$ cat src/rtl/muldiv_ctrl.sv
// Purpose : EX-stage multiply/divide sequencer that owns the HI/LO registers.
// Latency : MULT/MULTU stall MUL_LAT+1 cycles, DIV/DIVU stall 1+divider cycles,
//           divide-by-zero stalls 1 cycle, MTHI/MTLO never stall.
// Backpressure : stallreq holds EX until the result is in HI/LO. DONE is held
//           while ex_hold is set so the resident instruction is not reissued.
//
// Ports:
//   clk, rst                 clock, synchronous active-high reset
//   op_valid, op, src1, src2 operation from EX (op: 1 MULT, 2 MULTU, 3 DIV,
//                            4 DIVU, 5 MTHI, 6 MTLO, other values do nothing)
//   ex_hold, flush           EX frozen by another source / annul in-flight op
//   mul_signed, mul_a, mul_b operands to the pipelined multiplier
//   mul_result               multiplier product
//   div_start, div_signed,
//   div_a, div_b, div_annul  iterative divider control and operands
//   div_result, div_ready    divider {remainder, quotient} and valid strobe
//   stallreq, busy           pipeline hold request, state != IDLE
//   hi, lo                   architectural HI/LO registers
module muldiv_ctrl #(
   parameter int MUL_LAT = 2
) (
   input  logic        clk,
   input  logic        rst,
   input  logic        op_valid,
   input  logic [2:0]  op,
   input  logic [31:0] src1,
   input  logic [31:0] src2,
   input  logic        ex_hold,
   input  logic        flush,
   output logic        mul_signed,
   output logic [31:0] mul_a,
   output logic [31:0] mul_b,
   input  logic [63:0] mul_result,
   output logic        div_start,
   output logic        div_signed,
   output logic [31:0] div_a,
   output logic [31:0] div_b,
   output logic        div_annul,
   input  logic [63:0] div_result,
   input  logic        div_ready,
   output logic        stallreq,
   output logic [31:0] hi,
   output logic [31:0] lo,
   output logic        busy
);

   localparam logic [2:0] OP_MULT  = 3'd1;
   localparam logic [2:0] OP_MULTU = 3'd2;
   localparam logic [2:0] OP_DIV   = 3'd3;
   localparam logic [2:0] OP_DIVU  = 3'd4;
   localparam logic [2:0] OP_MTHI  = 3'd5;
   localparam logic [2:0] OP_MTLO  = 3'd6;

   typedef enum logic [1:0] {
      S_IDLE     = 2'd0,
      S_MUL_WAIT = 2'd1,
      S_DIV_WAIT = 2'd2,
      S_DONE     = 2'd3
   } state_t;

   state_t      r_state;
   state_t      w_next_state;
   logic [3:0]  r_cnt;
   logic [31:0] r_hi;
   logic [31:0] r_lo;
   logic [31:0] r_mul_a;
   logic [31:0] r_mul_b;
   logic        r_mul_signed;
   logic [31:0] r_div_a;
   logic [31:0] r_div_b;
   logic        r_div_signed;

   logic        w_is_mul;
   logic        w_is_div;
   logic        w_idle_ok;
   logic        w_acc_mul;
   logic        w_acc_div;
   logic        w_wr_hi;
   logic        w_wr_lo;
   logic        w_cap_mul;
   logic        w_cap_div;

   assign w_is_mul  = op_valid && ((op == OP_MULT) || (op == OP_MULTU));
   assign w_is_div  = op_valid && ((op == OP_DIV)  || (op == OP_DIVU));
   // Flush in IDLE kills acceptance and MTHI/MTLO writes alike.
   assign w_idle_ok = (r_state == S_IDLE) && !flush;
   assign w_acc_mul = w_idle_ok && w_is_mul;
   // Divide-by-zero never reaches the divider, so operands are not latched.
   assign w_acc_div = w_idle_ok && w_is_div && (src2 != 32'd0);
   assign w_wr_hi   = w_idle_ok && op_valid && (op == OP_MTHI);
   assign w_wr_lo   = w_idle_ok && op_valid && (op == OP_MTLO);

   always_ff @(posedge clk) begin
      if (rst) begin
         r_state <= S_IDLE;
      end else begin
         r_state <= w_next_state;
      end
   end

   always_comb begin
      w_next_state = r_state;
      stallreq     = 1'b0;
      div_start    = 1'b0;
      div_annul    = 1'b0;
      w_cap_mul    = 1'b0;
      w_cap_div    = 1'b0;
      case (r_state)
         S_IDLE: begin
            if (!flush) begin
               if (w_is_mul) begin
                  stallreq     = 1'b1;
                  w_next_state = S_MUL_WAIT;
               end else if (w_is_div) begin
                  stallreq     = 1'b1;
                  w_next_state = (src2 == 32'd0) ? S_DONE : S_DIV_WAIT;
               end
            end
         end
         S_MUL_WAIT: begin
            stallreq = 1'b1;
            if (flush) begin
               w_next_state = S_IDLE;
            end else if (r_cnt == 4'd1) begin
               w_cap_mul    = 1'b1;
               w_next_state = S_DONE;
            end
         end
         S_DIV_WAIT: begin
            stallreq = 1'b1;
            if (flush) begin
               // start drops in the same cycle the abort pulse is issued
               div_annul    = 1'b1;
               w_next_state = S_IDLE;
            end else begin
               div_start = 1'b1;
               if (div_ready) begin
                  w_cap_div    = 1'b1;
                  w_next_state = S_DONE;
               end
            end
         end
         S_DONE: begin
            // EX only advances past this instruction once ex_hold is low
            if (flush || !ex_hold) begin
               w_next_state = S_IDLE;
            end
         end
         default: begin
            w_next_state = S_IDLE;
         end
      endcase
   end

   always_ff @(posedge clk) begin
      if (rst) begin
         r_cnt        <= 4'd0;
         r_hi         <= 32'd0;
         r_lo         <= 32'd0;
         r_mul_a      <= 32'd0;
         r_mul_b      <= 32'd0;
         r_mul_signed <= 1'b0;
         r_div_a      <= 32'd0;
         r_div_b      <= 32'd0;
         r_div_signed <= 1'b0;
      end else begin
         if (w_acc_mul) begin
            r_mul_a      <= src1;
            r_mul_b      <= src2;
            r_mul_signed <= (op == OP_MULT);
            r_cnt        <= 4'(MUL_LAT);
         end else if ((r_state == S_MUL_WAIT) && (r_cnt != 4'd0)) begin
            r_cnt <= r_cnt - 4'd1;
         end

         if (w_acc_div) begin
            r_div_a      <= src1;
            r_div_b      <= src2;
            r_div_signed <= (op == OP_DIV);
         end

         if (w_cap_mul) begin
            r_hi <= mul_result[63:32];
            r_lo <= mul_result[31:0];
         end else if (w_cap_div) begin
            r_hi <= div_result[63:32];
            r_lo <= div_result[31:0];
         end else begin
            if (w_wr_hi) r_hi <= src1;
            if (w_wr_lo) r_lo <= src1;
         end
      end
   end

   assign busy       = (r_state != S_IDLE);
   assign hi         = r_hi;
   assign lo         = r_lo;
   assign mul_a      = r_mul_a;
   assign mul_b      = r_mul_b;
   assign mul_signed = r_mul_signed;
   assign div_a      = r_div_a;
   assign div_b      = r_div_b;
   assign div_signed = r_div_signed;

endmodule

$ cat config.mk
export PLATFORM = sky130hd
export DESIGN_NAME = muldiv_ctrl
export DESIGN_NICKNAME = d
export VERILOG_FILES = /design/src/rtl/muldiv_ctrl.sv
export SDC_FILE = /design/constraint.sdc
export NUM_CORES = 1
export LEC_CHECK = 0
export CORE_ASPECT_RATIO = 1.1
export CORE_MARGIN = 10
export CORE_UTILIZATION = 49
export CTS_CLUSTER_SIZE = 28
export DETAILED_ROUTE_END_ITERATION = 12
export DONT_BUFFER_PORTS = 1
export PLACE_DENSITY = 0.64
export RECOVER_POWER = 50
export SYNTH_ARGS = -nofsm -noshare
export SYNTH_HDL_FRONTEND = slang
export SYNTH_SLANG_ARGS = --single-unit
$ cat constraint.sdc
create_clock -name clk -period 4 [get_ports clk]
set_input_delay 0.8 -clock clk [delete_from_list [all_inputs] [get_ports clk]]
set_output_delay 0.8 -clock clk [all_outputs]
set_load 0.01 [all_outputs]
==> impl_results.md <==
- Worst skew pair latency: 0.43 ns
- Final setup fails: 0
- Post-CTS setup buffers: 0
- FILL cells: 1670
- TNS Setup: 0 ns
- Crit-path max FO: 48
- Final hold vios: 0
- WP buf/inv: 1
- Worst-Margin Slew: 1.04 ns
- Min Hold Slack: 0.428 ns
- Number of synthesized flops with an enable pin: 0
- Die width: 149 um
- Synthesized netlist net count: 1253
- Share of cells above drive strength 1: 0.0509
- Post-CTS sizing: 0
- Reg2reg end: hi[8]
- Min-delay src: rst
- CTS Root Cell: clkbuf_16
- Headroom to the max-slew limit: 0.307
- Final wirelength: 29400 um
- GR Overflow Total: 0
- Netlist cell types: 42
- Hold_buf cts: 0
- Min cycle time layout: 2.84 ns
- Dpl hpwl: 22100 um
- Crit path launch type: flip-flop
- Power density cells: 477 mW/mm2
- Leak: 3.32 nW
- Avg Cell Area, Syn: 8.63 um2
- Crit share post-route: 0.709
- 1st-pass router iterations: 5
- Synth area leaders: dfxtp_1, nand2_1, nand2b_1, mux2i_1, a32o_1
- Max Cap Viol: 0
- DRT iter0 DRCs: 484
- Antenna Nets Post-Route: 0
- Clock transition at path regs: 0.08 ns
- CP delay by family, top: compound AO/OA/AOI/OAI gates
- DR vias/cell: 5.76
- Syn Inst Count: 1043
- Nets: 1199
- Worst VDD drop: 0.290 mV
- HP Class: in2reg
- Critical path class: reg2reg
- Vias in the first global route: 7087
- Routed via count: 7153
- Die Height: 162 um
- Clock sink count: 200
- Top cell type's share of synthesized area: 0.445
- Buffer levels on the longest clock path: 2
- Worst r2r src: r_cnt[1]
- Worst reg-to-reg setup slack: 1.16 ns
- Worst Setup SP: r_cnt[1]
- Rows: 51
- Yosys top cell by area: dfxtp_1
- Die area: 0.0242 mm2
- Core area: 0.0179 mm2
- Setup Skew: 0.00768 ns
- Final non-filler cell total: 1242
- Syn-to-layout area delta: 6.98%
- Initial Utilization: 0.504
- Residual DRC: 0
- Warnings, synthesis: 0
- Most used flip-flop cell after synthesis: dfxtp_1
- First-pass GRT wire length: 44000 um
- Top-count cell post-synth: nand2_1
- Netlist Area Pre-Place: 0.00900 mm2
- Commonest cells post-synth: nand2_1, dfxtp_1, nand2b_1
- Initial antenna violation count: 1
- Unrepaired setup endpoints after global routing: no
- CTS tree: yes
- Register bit total from synthesis: 200
- Critical path arrival: 3.21 ns
- Pin count of the biggest net entering global routing: 207
- Total CTS buffers: 17
- Dpl cells: 1208
- FMAX: 353 MHz
- CTS H-tree lvls: 4
- Final Max Tran Viols: 0
- Crit path capture type: flip-flop
- Min-Delay Endpoint: mul_b[12]
- Status: finished, final reports clean
- FFs w/ async S/R, synth: 0
- WHS Path Cells: 1
- WL/cell: 23.6 um
- Cells along the critical path: inv_1 > ha_1 > or3b_1 > or3b_4 > a31oi_4 > a32o_1
- Register area share after synthesis: 0.445
- CP peak stage delay: 0.92 ns
- GPL Wtd Cong: 0.871
- FF-to-FF path depth: 6
- CP max-delay cell: a31oi_4
- # port buffers: 0
- I/O Pins: 399
- Gr usage total: 0.232
- Req. time, crit path: 4.37 ns
==> power breakdown <==
| part | internal [mW] | switching [mW] | total, mW |
|---|---|---|---|
| clock network | 0.971 | 0.844 | 1.81 |
| logic | 0.221 | 0.322 | 0.543 |
| registers | 2.10 | 0.140 | 2.24 |
| total | 3.29 | 1.31 | 4.60 |
==> cells by family after synthesis <==
kind of cell,Yosys count,share of synthesized area
mux,67,0.0746
simple gates,528,0.296
fa+ha+maj,9,0.0125
compound gates,142,0.119
buf+inv,93,0.0486
flops,200,0.445
xor+xnor,4,0.00389
==> through the flow <==
stage / area [um2] / total power, mW / setup WS [ns] / utilization
6_report: 9630 / 4.60 / 1.16 / 0.539
5_1_grt: 9630 / 4.78 / 0.995 / 0.539
4_1_cts: 9630 / 4.64 / 1.15 / 0.539
3_5_place_dp: 9010 / 2.83 / 1.18 / 0.504
3_3_place_gp: 9010 / 2.82 / 1.23 / 0.504
2_1_floorplan: 9000 / 2.70 / 1.74 / -
==> layout by cell type (no fill, tap or decap), drive strengths merged, types with 2 or more instances in the layout <==
cell type / instances
nand2: 228
dfxtp: 200
nand2b: 132
nand3: 68
a21oi: 68
mux2i: 66
a32o: 64
or2: 64
clkbuf: 18
inv: 16
buf: 11
ha: 9
nor4: 8
nor3: 5
clkinv: 5
nor2: 3
xor2: 3
and3b: 3
or3b: 3
diode: 2
nor3b: 2
and2: 2
nor2b: 2
and4: 2
o21ai: 2
a31oi: 2
and4b: 2
bufinv: 2
==> state kept, by name, indices dropped and copies added (netlist names) <==
register / cells
div_signed: 1
div_b: 32
r_cnt: 4
lo: 32
div_a: 32
mul_b: 32
hi: 32
r_state: 2
mul_a: 32
mul_signed: 1
==> layer usage <==
metal	up-vias	global-route usage	part of all wire
met3	43	0.118	0.14
met2	335	0.373	0.47
met5	-	0	0
met4	0	0.0862	0.026
met1	3346	0.258	0.37
li1	3429	-	-
==> area by class of cell <==
class	count	area, um2	area share
inverter	9	33.8	0.00351
tap	238	298	0.0309
clock buffer	18	439	0.0456
clock inverter	14	183	0.0190
sequential	200	4000	0.416
timing repair buffer	11	82.6	0.00857
multi-input combinational	750	4590	0.476
antenna	2	5.00	0.000520
==> worst max path at each step <==
stage	end	slack (ns)	cells past startpoint
6_report	hi[8]	1.16	6
5_1_grt	hi[10]	0.99	6
4_1_cts	hi[10]	1.15	6
3_5_place_dp	hi[0]	1.18	6
3_3_place_gp	hi[5]	1.23	6
2_1_floorplan	stallreq	1.74	4
Power figures use the tool's default switching activity.
